===== src/rtl/rv_mem_arb_pkg.sv =====
// rv_mem_arbiter shared types
// owner FSM encoding, read-return tag, counter width
package rv_mem_arb_pkg;

  localparam int STARVE_CNT_W = 4;

  typedef enum logic {
    DPRI    = 1'b0,
    FORCE_I = 1'b1
  } t_arb_state;

  typedef struct packed {
    logic rd_if;
    logic rd_dm;
  } t_rd_tag;

endpackage


===== src/rtl/rv_mem_arb_starve.sv =====
// rv_mem_arbiter starvation guard
// counts lost fetch cycles, flips ownership to fetch at the limit
module rv_mem_arb_starve
  import rv_mem_arb_pkg::*;
#(
  parameter int STARVE_LIMIT = 4
) (
  input  logic clk,
  input  logic rst,
  input  logic if_req,
  input  logic if_gnt,
  output logic force_if
);

  localparam logic [STARVE_CNT_W-1:0] LIMIT =
    STARVE_CNT_W'(STARVE_LIMIT);
  localparam logic [STARVE_CNT_W-1:0] ONE =
    STARVE_CNT_W'(1);

  t_arb_state                state_q;
  t_arb_state                state_d;
  logic [STARVE_CNT_W-1:0]   cnt_q;
  logic [STARVE_CNT_W-1:0]   cnt_d;
  logic                      if_lost;

  assign if_lost = if_req & ~if_gnt;

  // saturating count of consecutive lost fetch cycles
  always_comb begin
    cnt_d = '0;
    if (if_lost) begin
      if (cnt_q >= LIMIT)
        cnt_d = LIMIT;
      else
        cnt_d = cnt_q + ONE;
    end
  end

  // counter register
  always_ff @(posedge clk) begin
    if (rst)
      cnt_q <= '0;
    else
      cnt_q <= cnt_d;
  end

  // owner state register
  always_ff @(posedge clk) begin
    if (rst)
      state_q <= DPRI;
    else
      state_q <= state_d;
  end

  // owner next-state
  always_comb begin
    state_d = state_q;
    unique case (state_q)
      DPRI: begin
        if (cnt_d == LIMIT)
          state_d = FORCE_I;
      end
      FORCE_I: begin
        if (if_gnt || !if_req)
          state_d = DPRI;
      end
      default: state_d = DPRI;
    endcase
  end

  // owner outputs
  always_comb begin
    force_if = 1'b0;
    unique case (state_q)
      DPRI:    force_if = 1'b0;
      FORCE_I: force_if = 1'b1;
      default: force_if = 1'b0;
    endcase
  end

endmodule


===== src/rtl/rv_mem_arbiter.sv =====
// rv_mem_arbiter: one single-port RAM shared by fetch and data
// data has priority; the starvation guard guarantees fetch progress
module rv_mem_arbiter
  import rv_mem_arb_pkg::*;
#(
  parameter int MEM_SIZE_WORDS = 256,
  parameter int STARVE_LIMIT   = 4
) (
  input  logic        clk,
  input  logic        rst,

  input  logic        if_req_Q100H,
  input  logic [31:0] if_addr_Q100H,
  output logic        if_gnt_Q100H,
  output logic        if_rvalid_Q101H,
  output logic [31:0] if_rdata_Q101H,

  input  logic        dm_req_Q103H,
  input  logic [31:0] dm_addr_Q103H,
  input  logic        dm_wr_en_Q103H,
  input  logic [31:0] dm_wr_data_Q103H,
  input  logic [3:0]  dm_byte_en_Q103H,
  output logic        dm_gnt_Q103H,
  output logic        dm_rvalid_Q104H,
  output logic [31:0] dm_rdata_Q104H,

  output logic        stall_if,
  output logic        stall_mem,

  output logic [$clog2(MEM_SIZE_WORDS)-1:0] mem_addr,
  output logic        mem_wr_en,
  output logic [31:0] mem_wr_data,
  output logic [3:0]  mem_byte_en,
  input  logic [31:0] mem_rd_data
);

  localparam int AW = $clog2(MEM_SIZE_WORDS);

  logic          run;
  logic          force_if;
  logic          dm_write;
  logic [AW-1:0] if_word;
  logic [AW-1:0] dm_word;
  logic [AW-1:0] addr_q;
  t_rd_tag       tag_d;
  t_rd_tag       tag_q;
  logic          unused_addr_bits;

  assign run     = ~rst;
  assign if_word = if_addr_Q100H[AW+1:2];
  assign dm_word = dm_addr_Q103H[AW+1:2];

  // upper bits wrap away, lane bits are the requester's concern
  assign unused_addr_bits = ^{
    if_addr_Q100H[31:AW+2], if_addr_Q100H[1:0],
    dm_addr_Q103H[31:AW+2], dm_addr_Q103H[1:0]
  };

  rv_mem_arb_starve #(
    .STARVE_LIMIT (STARVE_LIMIT)
  ) u_starve (
    .clk      (clk),
    .rst      (rst),
    .if_req   (if_req_Q100H),
    .if_gnt   (if_gnt_Q100H),
    .force_if (force_if)
  );

  // grant from requests and registered owner only
  always_comb begin
    if_gnt_Q100H = run & if_req_Q100H
                 & (~dm_req_Q103H | force_if);
    dm_gnt_Q103H = run & dm_req_Q103H
                 & ~(if_req_Q100H & force_if);
  end

  // stalls: requested this cycle but lost
  always_comb begin
    stall_if  = run & if_req_Q100H & ~if_gnt_Q100H;
    stall_mem = run & dm_req_Q103H & ~dm_gnt_Q103H;
  end

  // RAM drive; address parks on last value when idle
  always_comb begin
    dm_write    = dm_gnt_Q103H & dm_wr_en_Q103H;
    mem_addr    = addr_q;
    mem_wr_en   = dm_write;
    mem_wr_data = '0;
    mem_byte_en = '0;
    if (dm_gnt_Q103H)
      mem_addr = dm_word;
    else if (if_gnt_Q100H)
      mem_addr = if_word;
    if (dm_write) begin
      mem_wr_data = dm_wr_data_Q103H;
      mem_byte_en = dm_byte_en_Q103H;
    end
  end

  // last driven RAM address
  always_ff @(posedge clk) begin
    if (rst)
      addr_q <= '0;
    else
      addr_q <= mem_addr;
  end

  // read tag for next-cycle return; writes set none
  always_comb begin
    tag_d.rd_if = if_gnt_Q100H;
    tag_d.rd_dm = dm_gnt_Q103H & ~dm_wr_en_Q103H;
  end

  // read tag register
  always_ff @(posedge clk) begin
    if (rst)
      tag_q <= '0;
    else
      tag_q <= tag_d;
  end

  // route RAM data to the owner; reset kills in-flight returns
  always_comb begin
    if_rvalid_Q101H = run & tag_q.rd_if;
    dm_rvalid_Q104H = run & tag_q.rd_dm;
    if_rdata_Q101H  = '0;
    dm_rdata_Q104H  = '0;
    if (if_rvalid_Q101H)
      if_rdata_Q101H = mem_rd_data;
    if (dm_rvalid_Q104H)
      dm_rdata_Q104H = mem_rd_data;
  end

  a_one_grant: assert property (
    @(posedge clk) !(if_gnt_Q100H && dm_gnt_Q103H)
  );

  a_limit_range: assert property (
    @(posedge clk) (STARVE_LIMIT >= 1 && STARVE_LIMIT <= 15)
  );

endmodule


===== config.mk =====
export PLATFORM = sky130hd
export DESIGN_NAME = rv_mem_arbiter
export DESIGN_NICKNAME = d
export VERILOG_FILES = /design/src/rtl/rv_mem_arb_pkg.sv /design/src/rtl/rv_mem_arb_starve.sv /design/src/rtl/rv_mem_arbiter.sv
export SDC_FILE = /design/constraint.sdc
export NUM_CORES = 1
export LEC_CHECK = 0
export ABC_AREA = 1
export ABC_CLOCK_PERIOD_IN_PS = 1200
export CAP_MARGIN = 20
export CORE_AREA = 3 3 97 99
export CTS_BUF_LIST = sky130_fd_sc_hd__clkbuf_8
export DETAILED_ROUTE_END_ITERATION = 16
export DIE_AREA = 0 0 100 102
export PLACE_DENSITY = 0.67
export SYNTH_ARGS = -nofsm -noshare
export SYNTH_HDL_FRONTEND = slang
export SYNTH_SLANG_ARGS = --single-unit

===== constraint.sdc =====
create_clock -name clk -period 1.2 [get_ports clk]
set_input_delay 0.12 -clock clk [delete_from_list [all_inputs] [get_ports clk]]
set_output_delay 0.12 -clock clk [all_outputs]
set_load 0.02 [all_outputs]

==> summary.md, run 1 <==
| Metric | Value |
|---|---|
| Outcome | complete, but fails checks |
| Failing checks | setup timing |
| Area Overhead vs Synth | 297% |
| Number of flops mapped to enable cells by yosys | 0 |
| Synthesized Nets | 424 |
| RR Startpoint | u_starve.state_q |
| Leak | 0.00265 µW |
| Initial core utilization | 16.5% |
| Share of flip-flops with an asynchronous set or reset | 0% |
| Remaining Overflow, GRT | 0 |
| First-pass GRT wire length | between 10 and 15 mm |
| Critical path, cell by cell | nand2_2, nand3_4, buf_6, or2_0, nand2_2, inv_2, buf_6 |
| Clk sink count | 15 |
| Post-DP HPWL | 5.82 mm |
| CP delay by family, top | simple AND/OR/NAND/NOR gates |
| Die W | 100 µm |
| Port-buffer cells | slightly above 200 |
| Worst-path fanout max | 4 |
| Setup CP Type | flop to output pin |
| Period minus WS final | 1560 ps |
| Clk buf depth | 2 |
| Place WS | -957 ps |
| Pwr dens | about 440 mW/mm² |
| Final Skew | slightly below 1 ps |
| Count of different cell masters after synthesis | 19 |
| DR pass1 iterations | 4 |
| H-tree lvl count | 1 |
| Crit. End Element | output pin |
| DRC Markers | 0 |
| Tot GR Track Use | 17.3% |
| Final worst slack | -364 ps |
| DR WL/cell | about 15 µm |
| Buf/Inv on CP | 3 |
| Routed WL | 9.89 mm |
| Placed Cells | 612 |
| FF+latch count, synth | 15 |
| Vias in the first global route | 2892 |
| Final hold viol count | 0 |
| Root Driver | clkbuf_8 |
| Mean Syn Cell Area | 4.99 µm² |
| Yosys top cell area share | 29.7% |
| Vias per cell | 4.09 |
| Via count | around 2700 |
| Final Net Count | 691 |
| CP Launch Point | u_starve.state_q |
| Slowest CP cell | dfxtp_2 |
| F_max | 639 MHz |
| I/O Pins | 252 |
| Worst R2R Path Depth | 8 |
| Die height | approximately 100 µm |
| Total power after layout | 2510 µW |
| Core Area | 0.00864 mm² |
| Worst Setup EP | mem_addr[6] |
| CTS hold repair buffers | 0 |
| Ant. Diodes | 0 |
| GP Congestion | 0.785 |
| # setup viols final | 110 |
| Largest net degree at the start of global routing | 12 |
| Critical path's largest stage delay | about 330 ps |
| CTS buffer count | 3 |
| Initial DRC Count | 34 |
| Largest area contributor in the netlist | nor2_1 |
| Crit share post-route | 130% |
| Antenna violations before repair | 0 |
| Max cap viols | 0 |
| Mapped cell area | 0.00143 mm² |
| Most numerous cell in the Yosys netlist | nor2_1 |
| Unrepaired setup endpoints after global routing | yes |
| Sequential fraction of the synthesis area | a little over a fifth |
| Die area | 0.0102 mm² |
| Share of layout cells above drive strength 1 | 61.4% |
| Most common library cells after synthesis | nor2_1, inv_1, nand2_1, nand3_1, dfxtp_1 |
| Critical R2R Capture | addr_q[6] |
| CTS tree | built |
| CTS clk-pin slew, worst paths | 60 ps |
| Clk_lat worst skew | 240 ps |
| Cells after Synth | 286 |
| Yosys Warn Count | 0 |
| Slew Viols, Final | 0 |
| Maximum vdd drop | 0.000691 V |
| Critical path arrival | 1440 ps |
| HP Class | input port to flop |
| Top post-synthesis cells by area | nor2_1, inv_1, dfxtp_1 |
| Crit path depth | 7 |
| Non-Filler Instances | 660 |
| Worst EP required | 1080 ps |
| CP startpoint kind | flop |
| Antenna-violating nets left | 0 |
| FP Rows | 34 |
| Top_reg_cell synth | dfxtp_1 |
| Flop-to-flop setup slack | -190 ps |
[worst reg2reg max path: stages, from the launching register on]
cell     delay, ps
dfxtp_2        330
nand2_2         80
nand3_4        150
buf_6          170
or2_0          220
nand2_2        100
buf_4          110
buf_4          100
nor2_4          30
[what timing repair did]
action | in CTS | in global routing
gates resized for setup | 881 | 69
endpoints found under the setup margin | 127 | 125
buffers inserted | 30 | 11
endpoints found under the hold margin | 0 | 0
gates cloned | 10 | 2
pin swaps | 13 | 12
[registers in the layout, summed over array words and instances (netlist names)]
name / count
u_starve.state_q: 1
u_starve.cnt_q: 4
addr_q: 8
tag_q: 2
[per-layer routing]
metal  share of wire (%)  global-route usage (%)  routed length (µm)  up-vias
li1                    -                       -                   -     1322
met4                 1.9                    2.69                 183        0
met2                  56                    35.3                5560      145
met1                  32                    17.6                3210     1221
met5                   0                       0                   0        -
met3                 9.5                    5.19                 937       14
[cell usage in the layout (no fill, tap or decap), types with 6 or more instances in the layout]
cell	n
nand2_4	9
buf_4	15
clkdlybuf4s50_1	85
nand3_1	13
nand2_1	13
inv_1	73
buf_16	6
nor2_4	102
buf_6	144
buf_12	17
inv_2	10
or2_4	7
nor2_1	10
dfxtp_1	12
[kinds of logic after synthesis]
kind of cell / share of synthesized area, %
and+or+nand+nor: 49.9
other: 0.263
buffers and inverters: 27.6
AOI/OAI and AO/OA: 0.350
adders and majority gates: 0.876
DFF: 21.0
[where the power goes]
group	internal (µW)	switching (µW)	leakage (µW)
Sequential	525	12.6	0.000125
Clock	230	175	0.0000255
Combinational	836	728	0.00250
[cell type report]
| class | count | area (µm²) |
|---|---|---|
| repair buffers | 273 | 3160 |
| clock inverters | 1 | 5.00 |
| clock buffers | 3 | 41.3 |
| flip-flops and latches | 15 | 309 |
| fillers | 644 | 2970 |
| inverters | 86 | 333 |
| well taps | 108 | 135 |
| multi-input cells | 174 | 1680 |
[per-stage QoR]
| stage | TNS, ps | hold slack, ps | area (µm²) | utilization, % |
|---|---|---|---|---|
| detailed placement | -87430 | 512 | 4020 | 46.5 |
| global route | -27580 | 411 | 5660 | 65.6 |
| finish | -20330 | 400 | 5660 | 65.6 |
| floorplan | -661 | 192 | 1660 | - |
| global placement | -84480 | 502 | 4020 | 46.5 |
| CTS | -21170 | 382 | 5450 | 63.2 |
[how the worst min path moves through the flow]
stage,endpoint,cells past startpoint,startpoint
floorplan,tag_q[0],1,dm_wr_en_Q103H
global placement,u_starve.cnt_q[0],3,u_starve.cnt_q[0]
detailed placement,u_starve.cnt_q[0],3,u_starve.cnt_q[3]
CTS,addr_q[2],4,rst
global route,addr_q[6],4,rst
finish,addr_q[2],4,rst
(Power assumes the default switching activity.)
==> run 2, diff against run 1 <==
--- a/config.mk
+++ b/config.mk
@@ -13,6 +13,7 @@
 export DETAILED_ROUTE_END_ITERATION = 16
 export DIE_AREA = 0 0 100 102
 export PLACE_DENSITY = 0.67
+export SLEW_MARGIN = 15
 export SYNTH_ARGS = -nofsm -noshare
 export SYNTH_HDL_FRONTEND = slang
 export SYNTH_SLANG_ARGS = --single-unit
==> results of run 2 <==
No change in the layout: final DEF, timing and power equal those of run 1.
==> run 3, diff against run 2 <==
--- a/config.mk
+++ b/config.mk
@@ -8,11 +8,14 @@
 export ABC_AREA = 1
 export ABC_CLOCK_PERIOD_IN_PS = 1200
 export CAP_MARGIN = 20
-export CORE_AREA = 3 3 97 99
+export CELL_PAD_IN_SITES_DETAIL_PLACEMENT = 1
+export CELL_PAD_IN_SITES_GLOBAL_PLACEMENT = 2
+export CORE_ASPECT_RATIO = 1.2
+export CORE_MARGIN = 3
+export CORE_UTILIZATION = 10
 export CTS_BUF_LIST = sky130_fd_sc_hd__clkbuf_8
 export DETAILED_ROUTE_END_ITERATION = 16
-export DIE_AREA = 0 0 100 102
-export PLACE_DENSITY = 0.67
+export PLACE_DENSITY = 0.95
 export SLEW_MARGIN = 15
 export SYNTH_ARGS = -nofsm -noshare
 export SYNTH_HDL_FRONTEND = slang
==> run 3 against run 2 <==
  * The flow still finishes with violations (setup timing)
  * Register-to-register slack worse by 110 ps
  * Cell count rose by 11%
  * Global-route usage decreased by 4.7 points
  * Clock power about the same
  * Wire length rose by 18%
  * Power up 1.8%
  * Critical path type unchanged
  * Largest power group unchanged
==> summary.md, run 3 (synthesis results as in run 1) <==
| Metric | Value |
|---|---|
| Clk_lat worst skew | 240 ps (about the same) |
| HP Start | if_req_Q100H |
| HP Class | input port to flop |
| Worst R2R Path Depth | 11 (+3) |
| Pwr dens | 439 mW/mm² (-0.69%) |
| Antenna-violating nets left | 0 (unchanged) |
| DR pass1 iterations | 4 (unchanged) |
| Register area | 309 µm² (unchanged) |
| Root Driver | clkbuf_8 |
| Failing checks | setup timing |
| Port-buffer cells | 203 (unchanged) |
| FP Rows | 47 (+38%) |
| Routed WL | 11.7 mm (+18%) |
| Via count | 2781 (+2.9%) |
| Largest net degree at the start of global routing | 16 (+4) |
| Worst-path fanout max | 8 (+4) |
| CTS clk-pin slew, worst paths | 60 ps (about the same) |
| Flop pwr share | 21.1% (-0.4 points) |
| Critical R2R Capture | addr_q[3] |
| Outcome | complete, but fails checks |
| Psw | 943 µW (+3.0%) |
| Max reg flops | 8 (unchanged) |
| Tot GR Track Use | 12.6% (-4.7 points) |
| Logic gate share of total power | 63.0% (+0.6 points) |
| Share of layout cells above drive strength 1 | 62.7% (+1.3 points) |
| Vias in the first global route | 3017 (+4.3%) |
| Initial DRC Count | 52 (+53%) |
| H-tree lvl count | 1 (unchanged) |
| Clk sink count | 15 (unchanged) |
| Clk buf depth | 2 (unchanged) |
| Remaining Overflow, GRT | 0 (unchanged) |
| DRC Markers | 0 (unchanged) |
| Worst Hold Depth | 4 (unchanged) |
| Antenna violations before repair | 0 (unchanged) |
| Unrepaired setup endpoints after global routing | yes |
| Die area | 0.0158 mm² (+54%) |
| Multi-input gate area | 0.00170 mm² (+0.89%) |
| Vias per cell | 3.80 (-7.1%) |
| Setup CP Type | flop to output pin |
| # setup viols final | 113 (+2.7%) |
| Critical path arrival | 1500 ps (+60 ps) |
| GP Congestion | 0.714 (-9.0%) |
| Worst EP required | 1080 ps (about the same) |
| Clock network power share | 15.9% (-0.2 points) |
| Placed Area | 0.00410 mm² (+1.9%) |
| Core Area | 0.0139 mm² (+61%) |
| Die height | 137 µm (+34%) |
| Final Net Count | 699 (+1.2%) |
| F_max | 617 MHz (-3.5%) |
| # fillers | 1579 (+150%) |
| Final instance area | 0.00581 mm² (+2.5%) |
| RR Startpoint | u_starve.state_q |
| Flop-to-flop setup slack | -300 ps (-110 ps) |
| Slew Viols, Final | 0 (unchanged) |
| Most frequent cells in the layout | buf_6, nor2_4, clkdlybuf4s50_1 |
| Leak | 0.00269 µW (+1.2%) |
| Worst Hold Endpoint | u_starve.cnt_q[1] |
| Crit share post-route | 135% (+4.7 points) |
| Commonest non-fill, non-tap cell in the layout | buf_6 |
| Post-DP HPWL | 7.18 mm (+23%) |
| Setup_tns | -23310 ps (-2980 ps) |
| CP startpoint kind | flop |
| Final worst slack | -420 ps (-55.9 ps) |
| Switching Share | 37.0% (+0.44 points) |
| Maximum vdd drop | 0.000508 V (-27%) |
| Crit. End Element | output pin |
| DR WL/cell | 16.0 µm (+6.9%) |
| Biggest register | addr_q |
| Max cap viols | 0 (unchanged) |
| CTS hold repair buffers | 0 (unchanged) |
| First-pass GRT wire length | 15.9 mm (+11%) |
| Hold_ws | 323 ps (-77.0 ps) |
| Die W | 115 µm (+15%) |
| Initial core utilization | 10.3% (-6.2 points) |
| CTS buffer count | 3 (unchanged) |
| Place WS | -870 ps (+87.0 ps) |
| Internal | 1610 µW (+1.1%) |
| CTS tree | built |
| I/O Pins | 252 (unchanged) |
| Period minus WS final | 1620 ps (+55.9 ps) |
| Final hold viol count | 0 (unchanged) |
| Biggest regs | addr_q: 8 flops, u_starve.cnt_q: 4 flops, tag_q: 2 flops |
| Ant. Diodes | 0 (unchanged) |
| Fin util | 41.8% (-24 points) |
| Area Overhead vs Synth | 307% |
| Final Skew | 4.66 ps (+3.70 ps) |
## run 3: changes by cell type in the layout (fill, tap and decap cells not counted), sizes merged
cell / change
clkbuf: +1
dlygate4sd2: -1
buf: +7
clkdlybuf4s15: +1
## run 3: per-layer routing
metal	wire (µm)	share of wire (%)	track usage, %	vias up
li1	-	-	-	1336
met1	3790	32	12.5	1313
met2	7070	60	27.0	126
met3	744	6.4	2.26	6
met4	97	0.83	1.44	0
met5	0	0	0	-
## run 3: cell type report
| type | count | area share [%] |
|---|---|---|
| timing repair buffer | 281 | 55.2 |
| multi-input combinational | 174 | 29.2 |
| clock inverter | 1 | 0.0862 |
| sequential | 15 | 5.32 |
| tap | 171 | 3.69 |
| clock buffer | 3 | 0.711 |
| inverter | 86 | 5.73 |
## run 3: how the worst max path moves through the flow
stage          cells after the start              end              from
6_report                           7      mem_addr[6]  u_starve.state_q
5_1_grt                            7      mem_addr[6]  u_starve.state_q
4_1_cts                            7      mem_addr[2]  u_starve.state_q
3_5_place_dp                       8      mem_addr[0]      if_req_Q100H
3_3_place_gp                       8      mem_addr[0]      if_req_Q100H
2_1_floorplan                      6  mem_wr_data[10]  u_starve.state_q
## run 3: critical path: stages (launching register included)
cell	delay, ps
dfxtp_2	340
nand2_4	70
nand3_4	120
buf_12	170
or2_0	230
nand2_1	110
inv_1	80
buf_6	130
## run 3: power groups by stage
stage / sequential (µW) / clock [µW] / combinational, µW
final: 539 / 405 / 1610
after detailed placement: 547 / 0 / 1100
after global placement: 546 / 0 / 1070
after global routing: 542 / 438 / 1710
after CTS: 538 / 413 / 1380
after floorplan: 544 / 0 / 439
## run 3: what timing repair did
action / CTS / global route
pin swaps: 6 / 25
resized for setup: 852 / 118
setup buffers: 35 / 18
setup endpoints to repair: 127 / 125
cloned: 6 / 2
## run 3: per-stage QoR
stage | total power (µW) | cells
finish | 2550 | 731
global route | 2690 | 731
CTS | 2330 | 718
detailed placement | 1640 | 673
global placement | 1620 | 673
floorplan | 983 | 286
